[src/rtl/alarm_controller_if.sv]
// Alarm controller bus: time inputs, set/control pulses and registered status outputs.
// master drives time and controls; slave is the controller itself.
interface alarm_controller_if;
    logic       sec_tick;
    logic [5:0] second;
    logic [5:0] minute;
    logic [4:0] hour;
    logic       set_en;
    logic [4:0] set_hour;
    logic [5:0] set_minute;
    logic       arm;
    logic       disarm;
    logic       stop;
    logic       snooze;
    logic       ring;
    logic       armed;
    logic       snoozing;
    logic [1:0] snooze_left;
    logic [4:0] alarm_hour;
    logic [5:0] alarm_minute;
    logic       set_err;

    modport master (
        output sec_tick, second, minute, hour, set_en, set_hour, set_minute,
               arm, disarm, stop, snooze,
        input  ring, armed, snoozing, snooze_left, alarm_hour, alarm_minute, set_err
    );

    modport slave (
        input  sec_tick, second, minute, hour, set_en, set_hour, set_minute,
               arm, disarm, stop, snooze,
        output ring, armed, snoozing, snooze_left, alarm_hour, alarm_minute, set_err
    );
endinterface

[src/rtl/alarm_controller.sv]
// Alarm clock controller: IDLE/ARMED/RINGING/SNOOZE FSM with ring and snooze timers.
// All state registered; outputs follow the registers, no backpressure.
module alarm_controller #(
    parameter int RING_SECS   = 60,
    parameter int SNOOZE_SECS = 300,
    parameter int MAX_SNOOZE  = 3
) (
    input  logic               clk,
    input  logic               reset,
    alarm_controller_if.slave  bus
);
    localparam logic [1:0] S_IDLE    = 2'd0;
    localparam logic [1:0] S_ARMED   = 2'd1;
    localparam logic [1:0] S_RINGING = 2'd2;
    localparam logic [1:0] S_SNOOZE  = 2'd3;

    localparam logic [5:0] RING_TERM = 6'(RING_SECS);
    localparam logic [8:0] SNZ_TERM  = 9'(SNOOZE_SECS);
    localparam logic [1:0] SNZ_MAX   = 2'(MAX_SNOOZE);

    logic [1:0] state_q, state_d;
    logic [5:0] ring_tmr_q, ring_tmr_d;
    logic [8:0] snz_tmr_q, snz_tmr_d;
    logic [1:0] left_q, left_d;
    logic [4:0] ahour_q, ahour_d;
    logic [5:0] amin_q, amin_d;
    logic       set_err_q, set_err_d;

    logic set_ok;
    logic trigger;

    always_comb begin
        set_ok  = bus.set_en && (bus.set_hour <= 5'd23) && (bus.set_minute <= 6'd59);
        // Compared against the stored alarm, so a same-cycle load cannot trigger itself.
        trigger = bus.sec_tick && (bus.hour == ahour_q) && (bus.minute == amin_q)
                  && (bus.second == 6'd0);

        state_d    = state_q;
        ring_tmr_d = ring_tmr_q;
        snz_tmr_d  = snz_tmr_q;
        left_d     = left_q;
        ahour_d    = ahour_q;
        amin_d     = amin_q;
        set_err_d  = bus.set_en && !set_ok;

        if (set_ok) begin
            ahour_d = bus.set_hour;
            amin_d  = bus.set_minute;
        end

        if (bus.disarm) begin
            state_d    = S_IDLE;
            ring_tmr_d = '0;
            snz_tmr_d  = '0;
            left_d     = '0;
        end else begin
            case (state_q)
                S_IDLE: begin
                    if (bus.arm) state_d = S_ARMED;
                end
                S_ARMED: begin
                    if (trigger) begin
                        state_d    = S_RINGING;
                        left_d     = SNZ_MAX;
                        ring_tmr_d = '0;
                    end
                end
                S_RINGING: begin
                    if (bus.stop || set_ok) begin
                        state_d    = S_ARMED;
                        ring_tmr_d = '0;
                    end else if (bus.snooze && (left_q != 2'd0)) begin
                        state_d    = S_SNOOZE;
                        left_d     = left_q - 2'd1;
                        snz_tmr_d  = '0;
                        ring_tmr_d = '0;
                    end else if (bus.sec_tick && (ring_tmr_q != RING_TERM)) begin
                        if (ring_tmr_q == RING_TERM - 6'd1) begin
                            state_d    = S_ARMED;
                            ring_tmr_d = '0;
                        end else begin
                            ring_tmr_d = ring_tmr_q + 6'd1;
                        end
                    end
                end
                S_SNOOZE: begin
                    if (bus.stop || set_ok) begin
                        state_d   = S_ARMED;
                        snz_tmr_d = '0;
                    end else if (bus.sec_tick && (snz_tmr_q != SNZ_TERM)) begin
                        if (snz_tmr_q == SNZ_TERM - 9'd1) begin
                            state_d    = S_RINGING;
                            ring_tmr_d = '0;
                            snz_tmr_d  = '0;
                        end else begin
                            snz_tmr_d = snz_tmr_q + 9'd1;
                        end
                    end
                end
                default: state_d = S_IDLE;
            endcase
        end
    end

    always_ff @(posedge clk or posedge reset) begin
        if (reset) begin
            state_q    <= S_IDLE;
            ring_tmr_q <= '0;
            snz_tmr_q  <= '0;
            left_q     <= '0;
            ahour_q    <= 5'd7;
            amin_q     <= 6'd0;
            set_err_q  <= 1'b0;
        end else begin
            state_q    <= state_d;
            ring_tmr_q <= ring_tmr_d;
            snz_tmr_q  <= snz_tmr_d;
            left_q     <= left_d;
            ahour_q    <= ahour_d;
            amin_q     <= amin_d;
            set_err_q  <= set_err_d;
        end
    end

    assign bus.ring         = (state_q == S_RINGING);
    assign bus.armed        = (state_q != S_IDLE);
    assign bus.snoozing     = (state_q == S_SNOOZE);
    assign bus.snooze_left  = left_q;
    assign bus.alarm_hour   = ahour_q;
    assign bus.alarm_minute = amin_q;
    assign bus.set_err      = set_err_q;
endmodule

[src/flat_wrapper.sv]
// flat-port wrapper written by rule: the top's interface ports become plain ports
module alarm_controller_flat 
#(
    parameter int RING_SECS   = 60,
    parameter int SNOOZE_SECS = 300,
    parameter int MAX_SNOOZE  = 3
)
  (clk, reset, bus_sec_tick, bus_second, bus_minute, bus_hour, bus_set_en, bus_set_hour, bus_set_minute, bus_arm, bus_disarm, bus_stop, bus_snooze, bus_ring, bus_armed, bus_snoozing, bus_snooze_left, bus_alarm_hour, bus_alarm_minute, bus_set_err);
  alarm_controller_if bus_i ();
  input  logic clk;
  input  logic reset;
  input wire logic [$bits(bus_i.sec_tick)-1:0] bus_sec_tick;
  input wire logic [$bits(bus_i.second)-1:0] bus_second;
  input wire logic [$bits(bus_i.minute)-1:0] bus_minute;
  input wire logic [$bits(bus_i.hour)-1:0] bus_hour;
  input wire logic [$bits(bus_i.set_en)-1:0] bus_set_en;
  input wire logic [$bits(bus_i.set_hour)-1:0] bus_set_hour;
  input wire logic [$bits(bus_i.set_minute)-1:0] bus_set_minute;
  input wire logic [$bits(bus_i.arm)-1:0] bus_arm;
  input wire logic [$bits(bus_i.disarm)-1:0] bus_disarm;
  input wire logic [$bits(bus_i.stop)-1:0] bus_stop;
  input wire logic [$bits(bus_i.snooze)-1:0] bus_snooze;
  output wire logic [$bits(bus_i.ring)-1:0] bus_ring;
  output wire logic [$bits(bus_i.armed)-1:0] bus_armed;
  output wire logic [$bits(bus_i.snoozing)-1:0] bus_snoozing;
  output wire logic [$bits(bus_i.snooze_left)-1:0] bus_snooze_left;
  output wire logic [$bits(bus_i.alarm_hour)-1:0] bus_alarm_hour;
  output wire logic [$bits(bus_i.alarm_minute)-1:0] bus_alarm_minute;
  output wire logic [$bits(bus_i.set_err)-1:0] bus_set_err;
  assign bus_i.sec_tick = bus_sec_tick;
  assign bus_i.second = bus_second;
  assign bus_i.minute = bus_minute;
  assign bus_i.hour = bus_hour;
  assign bus_i.set_en = bus_set_en;
  assign bus_i.set_hour = bus_set_hour;
  assign bus_i.set_minute = bus_set_minute;
  assign bus_i.arm = bus_arm;
  assign bus_i.disarm = bus_disarm;
  assign bus_i.stop = bus_stop;
  assign bus_i.snooze = bus_snooze;
  assign bus_ring = bus_i.ring;
  assign bus_armed = bus_i.armed;
  assign bus_snoozing = bus_i.snoozing;
  assign bus_snooze_left = bus_i.snooze_left;
  assign bus_alarm_hour = bus_i.alarm_hour;
  assign bus_alarm_minute = bus_i.alarm_minute;
  assign bus_set_err = bus_i.set_err;
  alarm_controller #(.RING_SECS(RING_SECS), .SNOOZE_SECS(SNOOZE_SECS), .MAX_SNOOZE(MAX_SNOOZE)) u_core (.clk(clk), .reset(reset), .bus(bus_i));
endmodule
[config.mk]
export PLATFORM = sky130hd
export DESIGN_NAME = alarm_controller_flat
export DESIGN_NICKNAME = d
export VERILOG_FILES = /design/src/rtl/alarm_controller_if.sv /design/src/rtl/alarm_controller.sv /design/src/flat_wrapper.sv
export SDC_FILE = /design/constraint.sdc
export NUM_CORES = 1
export LEC_CHECK = 0
export ABC_AREA = 1
export CORE_MARGIN = 2
export CORE_UTILIZATION = 46
export DETAILED_ROUTE_END_ITERATION = 6
export GPL_ROUTABILITY_DRIVEN = 0
export PLACE_DENSITY = 0.77
export SYNTH_ARGS = -nofsm -noshare
export SYNTH_HDL_FRONTEND = slang
export SYNTH_SLANG_ARGS = --single-unit
[constraint.sdc]
create_clock -name clk -period 1.55 [get_ports clk]
set_clock_uncertainty 0.15 [all_clocks]
set_input_delay 0.3875 -clock clk [delete_from_list [all_inputs] [get_ports clk]]
set_output_delay 0.3875 -clock clk [all_outputs]
set_load 0.01 [all_outputs]
==> results by group, run 1 <==
Job
  • Max-Cap Viols: 0

Setup path
  • Crit Path Category: reg2reg
  • CP Launch Type: register
  • Critical path arrival: ~1.9 ns
  • R2r setup slk: -0.30 ns
  • Critical path required time: ~1.6 ns
  • R2r endpoint: u_core.ring_tmr_q[0]
  • RR Startpoint: u_core.snz_tmr_q[1]
  • CP Capture Type: register
  • Worst Path Max Fanout: 6
  • R2r worst-path depth: 11

Route
  • WL/cell: around 14 um
  • DR iter-0 viols: approximately 130
  • Vias after detailed routing: about 2800
  • Vias per cell: around 5.2
  • Drt drc: 0
  • First-pass DRT Iterations: 5
  • Final WL: just under 8000 um
  • ANT nets after route: 0

Timing
  • Final Setup Violations: 24
  • Final min period: around 1.8 ns
  • Max-slew violations: 0
  • Max-slew headroom: 77.9%
  • Unrepaired setup endpoints after global routing: yes
  • Worst Tran Pin Value: between 0.3 and 0.4 ns
  • Max Freq: about 540 MHz
  • Fin crit share: 119%
  • TNS Setup: -4.28 ns
  • Final hold vios: 0
  • Final setup margin: -0.298 ns
  • Worst Hold Margin: between 0.2 and 0.3 ns

Status
  • Status: finished, violations left
  • Failing checks: negative setup slack

Synthesis
  • Area leader, netlist: dfrtp_1
  • Largest cells by area after synthesis: dfrtp_1 31%, nand2_1 19%, inv_1 7.6%
  • Register area share after synthesis: approximately a third
  • Post-Syn Instances: between 300 and 400
  • Flops & latches, synth: 31
  • Cell variety after synth: 29
  • YS warnings: 0
  • Mapped Nets: 379
  • Syn Std Cell Area: 0.00227 mm2
  • Mean Syn Cell Area: about 6.7 um2
  • Share of Yosys cell area claimed by the top area cell type: between 30% and 40%

Pwr
  • Pwr Density: ~910 mW/mm2
  • Final Power: approximately 3500 uW
  • Leak: ~0.002 uW
  • Peak VDD IR: 0.573 mV

Die
  • CORE AREA: approximately 0.0048 mm2
  • IO Pins: 53
  • Initial core utilization: a little under half
  • Die area: between 0.005 and 0.006 mm2
  • Die Width: approximately 74 um
  • Die height: ~74 um
  • Core Rows: 25

CTS
  • Worst-Skew Late Latency: a little under 0.3 ns
  • TritonCTS clock tree: built
  • Total CTS buffers: 5
  • CTS Root Cell: clkbuf_8
  • Hold_buf cts: 0
  • Register clock-pin slew on the reported worst setup and hold paths: around 0.06 ns
  • H-tree levels: 2
  • Sink Count: 31
  • Clock tree buffer depth: 2

Finish
  • Layout cells sized above 1: approximately 41%
  • Diodes inserted: 0
  • Most frequent cells in the layout: 91 x nand2_1, 76 x buf_4, 41 x inv_1
  • Synth-to-layout area growth: 69.7%
  • FF+latch area: 782 um2
  • Final core occ: approximately four fifths
  • # nets final: 520
  • Commonest non-fill, non-tap cell in the layout: nand2_1
  • Area of the multi-input gates: between 0.001 and 0.0015 mm2
  • Layout filler cell count: roughly 290

Placed design
  • IO buf count: 52
  • Dpl ws: -0.692 ns
  • Post-DP HPWL: around 5000 um

GRT
  • Vias in the first global route: ~2700
  • Total track usage: 27.4%
  • Initial antenna violation count: 0
  • First-pass GRT wire length: 11600 um
  • Total gr overflow: 0
  • Pin count of the biggest net entering global routing: 32

Worst hold path
  • Hold WC Path Type: in2async
-- cell type report --
cell class,count,share of cell area [%]
clock buffers,7,1.98
flip-flops and latches,31,20.3
well taps,67,2.18
repair buffers,139,31.9
inverters,50,5.00
multi-input cells,252,38.7
-- where the power goes --
part           switching, uW  total (uW)  internal (uW)
Clock                    302         611            309
Combinational            980        1910            927
Sequential              91.7        1000            912
-- Yosys cell counts --
library cell	number
xor2_1	2
nand3_2	2
buf_2	2
o21ai_1	10
clkbuf_1	1
nand3_1	24
o21ai_0	11
inv_1	46
xnor2_1	4
nand3b_1	1
buf_6	3
nor2_4	6
nor2_2	6
nand4_1	3
nor4_1	1
or2_2	1
nand2_2	11
a21oi_1	7
inv_2	3
nand2_1	113
nand2_4	2
dfstp_2	3
o21ai_2	6
nor2_1	29
dfrtp_1	28
a31o_2	1
ha_1	5
nor3_1	6
clkinv_1	1
-- stage by stage --
step | instance area, um2 | std cells
2_1_floorplan | 2290 | 338
3_3_place_gp | 3390 | 520
3_5_place_dp | 3390 | 520
4_1_cts | 3650 | 539
5_1_grt | 3850 | 546
6_report | 3850 | 546
-- worst max path at each step --
stage,startpoint,end,depth (start not counted)
after global routing,u_core.snz_tmr_q[1],u_core.ring_tmr_q[4],11
after floorplan,u_core.bus.alarm_hour[2],u_core.ring_tmr_q[1],12
after detailed placement,bus_set_minute[2],u_core.snz_tmr_q[3],12
final,u_core.snz_tmr_q[1],u_core.ring_tmr_q[0],11
after global placement,bus_set_minute[2],u_core.snz_tmr_q[8],11
after CTS,u_core.bus.alarm_hour[2],u_core.ring_tmr_q[2],12
-- cell families (layout without fill, tap and decap cells) --
family	Yosys count	count (layout)	share of synthesized area, %
AOI/OAI and AO/OA	35	35	8.88
buffers and inverters	56	196	10.4
xor gates and xnor gates	6	6	2.32
DFF	31	31	34.3
adders and majority gates	5	5	2.76
and+or+nand+nor	205	206	41.3
-- sequential cells by signal, indices dropped and copies added, names as in the netlist --
name / cells
u_core.snz_tmr_q: 9
u_core.bus.alarm_minute: 6
u_core.ring_tmr_q: 6
u_core.bus.alarm_hour: 5
u_core.bus.snooze_left: 2
u_core.state_q: 2
u_core.bus.set_err: 1
-- per-layer routing --
layer | GRT usage, % | vias to the layer above | share of wire (%)
li1 | - | 1335 | -
met1 | 31.3 | 1326 | 39
met2 | 50.1 | 121 | 52
met3 | 5.56 | 36 | 5.7
met4 | 10.9 | 0 | 3.5
met5 | 0 | - | 0
-- timing repair --
action / CTS / global route
resized for setup: 107 / 47
pin swaps: 35 / 25
hold endpoints to repair: 0 / 0
gates cloned: 2 / 0
buffers inserted: 10 / 8
setup endpoints to repair: 36 / 27
-- worst max-delay path, stage by stage (launching register included) --
cell and delay (ns):
dfrtp_1 0.41, ha_2 0.23, nand2_2 0.08, nor2_4 0.13, nand2_2 0.08, nor2_2 0.12
nand3_2 0.07, nand2_2 0.09, nand3_4 0.11, buf_12 0.17, nand2_4 0.06, o21ai_2 0.04
Note: power is estimated with default switching activity, not from simulation.
==> run 2: changes to the inputs <==
--- a/config.mk
+++ b/config.mk
@@ -6,6 +6,7 @@
 export NUM_CORES = 1
 export LEC_CHECK = 0
 export ABC_AREA = 1
+export ABC_CLOCK_PERIOD_IN_PS = 1550
 export CORE_MARGIN = 2
 export CORE_UTILIZATION = 46
 export DETAILED_ROUTE_END_ITERATION = 6
==> results of run 2 <==
Final layout, timing and power as in run 1 (identical DEF).
